File: src/rtl/uart_rx_ctrl.sv
// uart_rx_ctrl: receive-side sequencer for the UART datapath.
// Synchronises rx, detects the start edge, times mid-bit sampling with a
// baud counter and issues one-cycle strobes to the SIPO / parity datapath.
// Handshake: there is no back-pressure; every strobe and status pulse
// (data_shift, par_load, par_gen, rx_valid, frame_err) is a single-cycle
// qualifier that the datapath and host must consume in that same cycle.
module uart_rx_ctrl #(
   parameter int CLKS_PER_BIT = 8,
   parameter int PARITY_EN    = 1
) (
   input  logic clock,
   input  logic reset,
   input  logic rx,
   input  logic par_check,
   output logic data_in,
   output logic data_shift,
   output logic par_load,
   output logic par_gen,
   output logic parity,
   output logic start_bit,
   output logic stop_bit,
   output logic rx_valid,
   output logic frame_err,
   output logic parity_err,
   output logic busy
);

   localparam int CW = $clog2(CLKS_PER_BIT);
   localparam logic [CW-1:0] HALF_TERM = CW'(CLKS_PER_BIT / 2 - 1);
   localparam logic [CW-1:0] BIT_TERM  = CW'(CLKS_PER_BIT - 1);

   typedef enum logic [2:0] {
      S_IDLE,
      S_START,
      S_DATA,
      S_PARITY,
      S_STOP,
      S_DONE
   } state_t;

   state_t          state_q, state_d;
   logic [CW-1:0]   cnt_q, cnt_d;
   logic [2:0]      bit_q, bit_d;
   logic            stop_q, stop_d;
   logic            sync1_q, rx_s, rx_s_d;
   logic            fall;

   // A falling edge is only meaningful while idle; busy states ignore it.
   assign fall = rx_s_d & ~rx_s;
   assign busy = (state_q != S_IDLE);

   // Two-flop synchroniser plus a delay flop for edge detection; idle high.
   always_ff @(posedge clock) begin
      if (!reset) begin
         sync1_q <= 1'b1;
         rx_s    <= 1'b1;
         rx_s_d  <= 1'b1;
      end else begin
         sync1_q <= rx;
         rx_s    <= sync1_q;
         rx_s_d  <= rx_s;
      end
   end

   // State, baud counter, bit index and latched stop sample.
   always_ff @(posedge clock) begin
      if (!reset) begin
         state_q <= S_IDLE;
         cnt_q   <= '0;
         bit_q   <= '0;
         stop_q  <= 1'b0;
      end else begin
         state_q <= state_d;
         cnt_q   <= cnt_d;
         bit_q   <= bit_d;
         stop_q  <= stop_d;
      end
   end

   // Parity status: cleared at start detect, loaded from the datapath's
   // registered compare on the first STOP cycle, then held.
   always_ff @(posedge clock) begin
      if (!reset) begin
         parity_err <= 1'b0;
      end else if (state_q == S_IDLE && fall) begin
         parity_err <= 1'b0;
      end else if (PARITY_EN != 0 && state_q == S_STOP && cnt_q == '0) begin
         parity_err <= ~par_check;
      end
   end

   // Next-state and strobe decode from state plus baud counter.
   always_comb begin
      state_d    = state_q;
      cnt_d      = cnt_q + 1'b1;
      bit_d      = bit_q;
      stop_d     = stop_q;
      data_in    = 1'b0;
      data_shift = 1'b0;
      par_load   = 1'b0;
      par_gen    = 1'b0;
      parity     = 1'b0;
      start_bit  = 1'b1;
      stop_bit   = 1'b0;
      rx_valid   = 1'b0;
      frame_err  = 1'b0;
      case (state_q)
         S_IDLE: begin
            cnt_d = '0;
            bit_d = '0;
            if (fall) state_d = S_START;
         end
         S_START: begin
            if (cnt_q == HALF_TERM) begin
               start_bit = rx_s;
               cnt_d     = '0;
               bit_d     = '0;
               state_d   = rx_s ? S_IDLE : S_DATA;
            end
         end
         S_DATA: begin
            if (cnt_q == BIT_TERM) begin
               data_in    = rx_s;
               data_shift = 1'b1;
               cnt_d      = '0;
               bit_d      = bit_q + 3'd1;
               if (bit_q == 3'd7) state_d = (PARITY_EN != 0) ? S_PARITY : S_STOP;
            end
         end
         S_PARITY: begin
            // The eighth shift has landed, so the SIPO word is complete here.
            if (cnt_q == '0) par_load = 1'b1;
            if (cnt_q == BIT_TERM) begin
               parity  = rx_s;
               par_gen = 1'b1;
               cnt_d   = '0;
               state_d = S_STOP;
            end
         end
         S_STOP: begin
            if (cnt_q == BIT_TERM) begin
               stop_bit = rx_s;
               stop_d   = rx_s;
               cnt_d    = '0;
               state_d  = S_DONE;
            end
         end
         S_DONE: begin
            rx_valid  = stop_q;
            frame_err = ~stop_q;
            cnt_d     = '0;
            state_d   = S_IDLE;
         end
         default: begin
            cnt_d   = '0;
            state_d = S_IDLE;
         end
      endcase
   end

endmodule

File: config.mk
export PLATFORM = sky130hd
export DESIGN_NAME = uart_rx_ctrl
export DESIGN_NICKNAME = d
export VERILOG_FILES = /design/src/rtl/uart_rx_ctrl.sv
export SDC_FILE = /design/constraint.sdc
export NUM_CORES = 1
export LEC_CHECK = 0
export CAP_MARGIN = 20
export CORE_MARGIN = 3
export CORE_UTILIZATION = 54
export DETAILED_ROUTE_END_ITERATION = 10
export PLACE_DENSITY = 0.87
export SETUP_SLACK_MARGIN = 0.05
export SLEW_MARGIN = 20
export SYNTH_ARGS = -nofsm -noshare
export SYNTH_HDL_FRONTEND = slang
export SYNTH_SLANG_ARGS = --single-unit
File: constraint.sdc
create_clock -name clock -period 3.6 [get_ports clock]
set_input_delay 0.36 -clock clock [delete_from_list [all_inputs] [get_ports clock]]
set_output_delay 0.36 -clock clock [all_outputs]
set_load 0.005 [all_outputs]
# == Word level (Yosys, flattened, before mapping) ==
# Index checks and enable logic that the tools add are counted.
# totals
reg_bits,14
output_inout_bits,11
word_cells,67
# classes
n_addsub,2
n_eq_ne,14
mux,27
bitwise_logic,5
n_reduce_logical,11
# ops
cell,count
2-to-1 mux 3 bit,10
one-hot mux 3 bit (5 select lines),1
2-to-1 mux 1 bit,13
"== test 3 bit, second input constant",4
"inequality test 2 bit, second input constant",5
"== test 3 x 2 -> 1 bit, second input constant",3
one-hot mux 3 bit (3 select lines),1
"adder 3 x 1 -> 3 bit, second input constant",2
zero test 3 bit,2
one-hot mux 3 bit (2 select lines),1
AND reduction 6 bit,1
nonzero test 3 bit,2
inverter 1 bit,4
"== test 3 x 1 -> 1 bit, second input constant",1
AND reduction 3 bit,1
OR reduction 3 bit,1
logical AND 1 bit,2
2-to-1 mux 2 bit,1
"inequality test 2 x 1 -> 1 bit, second input constant",1
AND reduction 2 bit,1
OR reduction 2 bit,1
AND 1 bit,1

# == Logic depth before layout (Yosys ltp) ==
# depth
word_depth,4
depth_mapped,6
mapped_depth_nobuf,6

# == Worst setup path after synthesis ==
# No wires, ideal clock.
# synth_path
kind,reg-to-reg
from,register cnt_q[0]
to,register bit_q[0]
setup_time_ps,70
t_arrival_ps,1537
setup_slack_ps,1993
stages_incl_launch_ff,7
n_path_buf,0
period_less_slack_ps,1607
cell_sequence,dfxtp_1 ha_1 ha_1 nor2b_1 o22a_1 or4b_1 a21oi_1
# synth_between
elab_chain_cells,3
elab_cells_between_ends,5
cone_classes,4 x eq/ne; 1 x reduce/logical
# synth_rtl
item,line,text
"start, declared",42,"logic [CW-1:0] cnt_q, cnt_d;"
"start signal, assigned",74,cnt_q <= cnt_d;
== test 3 bit / == test 3 x 2 -> 1 bit (equally long branches),"122, 114",
inequality test 2 bit (no source line),-,
AND reduction 3 bit (no source line) *,-,
"end signal, assigned",75,bit_q <= bit_d;
"end, declared",43,"logic [2:0] bit_q, bit_d;"
# Every way passes the cells marked *; elsewhere a longest branch is shown, timed or not.
# A chain may end at the register's enable or synchronous reset.

# == Worst setup path after layout ==
# layout_path
from,register state_q[2]
to,output data_in
# layout_between
elab_chain_cells,2
# layout_rtl
item,line,text
"start, declared",41,"state_t state_q, state_d;"
"start signal, assigned",73,state_q <= state_d;
== test 3 x 2 -> 1 bit,107,case (state_q)
2-to-1 mux 1 bit,107,
"end, declared",15,"output logic data_in,"
# Every way passes these cells.

==> summary.md <==
| Metric | Value |
|---|---|
| Status | complete, no violations |
| Worst-Skew Late Latency | about 280 ps |
| TritonCTS clock tree | done |
| Worst EP required | between 3000 and 4000 ps |
| Worst hold path class | reg -> reg |
| Clock power share | ~27% |
| Pre-Repair DR Iteration Count | 4 |
| R2R depth | 6 |
| Post-CTS setup buffer count | 0 |
| Vias in the first global route | 734 |
| Clock sinks | 14 |
| Pwr Total | ~0.00042 W |
| Num CTS Buffers | 3 |
| Int Power | approximately 0.00028 W |
| Post-layout nets | 130 |
| Clock buffer depth | 2 |
| IO buf count | 14 |
| Worst slew pin tran | about 600 ps |
| # DRC | 0 |
| Initial Util | about three fifths |
| Gp weighted congestion | 0.8156 |
| R2R Setup Slk | roughly 1800 ps |
| Leak pwr | between 0.4 and 0.5 nW |
| DIE HEIGHT | between 40 and 50 µm |
| Worst-path clk slew | 90 ps |
| Hpwl dp | around 1400 µm |
| Area delta synth->final | 21.31% |
| Fin util | 73.67% |
| Final ANT Viol Nets | 0 |
| # fillers | 105 |
| Mapped Area | ~840 µm² |
| Total GRT Usage | between 20% and 30% |
| Power Dens Cells | about 410 nW/µm² |
| Fin. max-slew vios | 0 |
| Yosys top cell area share | about a third |
| YS warnings | 0 |
| Final setup fails | 0 |
| Worst r2r src | cnt_q[0] |
| Most common flop cell mapped by yosys | dfxtp_1 |
| RSZ-0062 raised after global routing | false |
| Sw frac | between 30% and 40% |
| Post-synthesis sequential area ratio | 33.38% |
| Crit path time final | around 2400 ps |
| Post-synth EDFFs | 0 |
| Initial detailed-routing violation count | 40 |
| Avg Cell Area, Syn | between 8 and 9 µm² |
| Comb pwr share | 28.2% |
| Largest net degree at the start of global routing | 24 |
| Vias | 784 |
| Clk root buf | clkbuf_4 |
| Critical path class | reg -> out |
| Post-synth net total | 115 |
| Antenna violations before repair | 0 |
| WL final | about 1900 µm |
| Min-Delay Endpoint | rx_s |
| Top post-synthesis cells by count | dfxtp_1 (14), inv_1 (9) |
| Worst Hold Depth | 1 |
| Hold buffer count at CTS | 0 |
| CP endpoint kind | primary output |
| Placement Rows | 13 |
| Final-report hold violation count | 0 |
| Slew headroom | approximately three fifths |
| First-pass GRT wire length | between 3000 and 4000 µm |
| Synth area leader | dfxtp_1 |
| Peak VDD IR | roughly 0.00038 V |
| Synthesized flop and latch total | 14 |
| Mapped Cells | just over 100 |
| Post_cts resized | 0 |
| CTS HTree Levels | 1 |
| Final worst-path setup slack | approximately 1200 ps |
| Cells after DPL | about 130 |
| Maximum clock rate | roughly 420 MHz |
| Synth top area cells | dfxtp_1 (33%), ha_1 (12%), a21oi_1 (4.8%) |
| CP Launch Type | register |
| Core box area | around 1400 µm² |
| Ant diodes | 0 |
| Post-synth ARST share | 0% |
| Worst R2R End | bit_q[0] |
| Hold_sp | sync1_q |
| GRT Residual Overflow | 0 |
| Layout cells sized above 1 | 3.419% |
| Cell with the most instances after synthesis | dfxtp_1 |
| Drt wl/cell | roughly 14 µm |
| Die width | approximately 45 µm |
| Num ports | 15 |
| Critical path arrival | 2040 ps |
| Post-DR vias/cell | slightly below 6 |
| Seq pwr share | about 45% |
| Max cap viols | 0 |
| Fin crit share | 66.63% |
| Die area | 2064 µm² |
| Critical path peak fanout | 23 |
| Pre-CTS setup slack | roughly 1500 ps |
| Final cell count without fillers | 132 |
| Final Skew | approximately 1.1 ps |
| Netlist cell types | 29 |
| Psw | 0.0001372 W |
| Fin Setup TNS | 0 ps |
-- sequential cells by signal, indices dropped and copies added (netlist names) --
name / flops
state_q: 3
stop_q: 1
bit_q: 3
cnt_q: 3
rx_s: 1
parity_err: 1
sync1_q: 1
rx_s_d: 1
-- metal layers --
metal  up-vias  routed length, µm  part of all wire, %  track usage, %
met5         -                  0                    0               0
met4         0                 47                  2.5           10.53
met3        10                108                  5.8           3.557
met2        27                852                   46           32.87
met1       360                845                   46           27.43
li1        387                  -                    -               -
-- worst max-delay path, stage by stage, from the launching register on --
cell	delay, ps
dfxtp_1	710
and2b_1	280
and2_1	190
nor2b_1	130
clkdlybuf4s50_1	440
-- placed cells by master, fill, tap and decap left out, types with 3 or more instances in the layout --
master,count
inv_1,9
and3_1,3
a21oi_1,8
o21ai_0,4
clkbuf_4,3
nor2b_1,5
nor2_1,8
dfxtp_1,14
nand2b_1,4
nand3_1,4
nand2_1,8
ha_1,8
mux2i_1,4
clkdlybuf4s50_1,14
-- power groups by stage --
| stage | combinational (W) | clock [W] | sequential (W) |
|---|---|---|---|
| 3_5_place_dp | 0.000117 | 0 | 0.000192 |
| 6_report | 0.000119 | 0.000114 | 0.000188 |
| 4_1_cts | 0.000118 | 0.000116 | 0.000188 |
| 2_1_floorplan | 0.0000967 | 0 | 0.000177 |
| 3_3_place_gp | 0.000114 | 0 | 0.000190 |
| 5_1_grt | 0.000130 | 0.000122 | 0.000192 |
-- worst max-delay path by stage --
stage,startpoint,end,cells past startpoint
2_1_floorplan,cnt_q[0],bit_q[0],6
3_3_place_gp,state_q[2],data_in,4
3_5_place_dp,state_q[2],data_in,4
4_1_cts,state_q[2],data_in,4
5_1_grt,state_q[0],frame_err,4
6_report,state_q[2],data_in,4
-- logic make-up after synthesis --
kind of cell	count (synthesis)	share of synthesized area, %
and+or+nand+nor	44	29.51
DFF	14	33.38
AOI/OAI and AO/OA	20	14.46
muxes	4	4.769
buffers and inverters	13	5.960
adders and majority gates	8	11.92
-- cell type report --
| class | instances | area (µm²) | area share, % |
|---|---|---|---|
| clock buffers | 4 | 36.28 | 3.563 |
| inverters | 9 | 33.78 | 3.317 |
| well taps | 15 | 18.77 | 1.843 |
| repair buffers | 14 | 140.1 | 13.76 |
| flip-flops and latches | 14 | 280.3 | 27.52 |
| multi-input cells | 76 | 509.2 | 50.00 |
-- metrics by stage --
stage	hold WS (ps)	cell area (µm²)
after floorplan	386.3	839.6
after detailed placement	405.2	982.2
after global routing	442.2	1018
after CTS	434.7	1018
final	440.5	1018
after global placement	395.6	982.2
No activity file was read; power rests on OpenSTA's default activity.
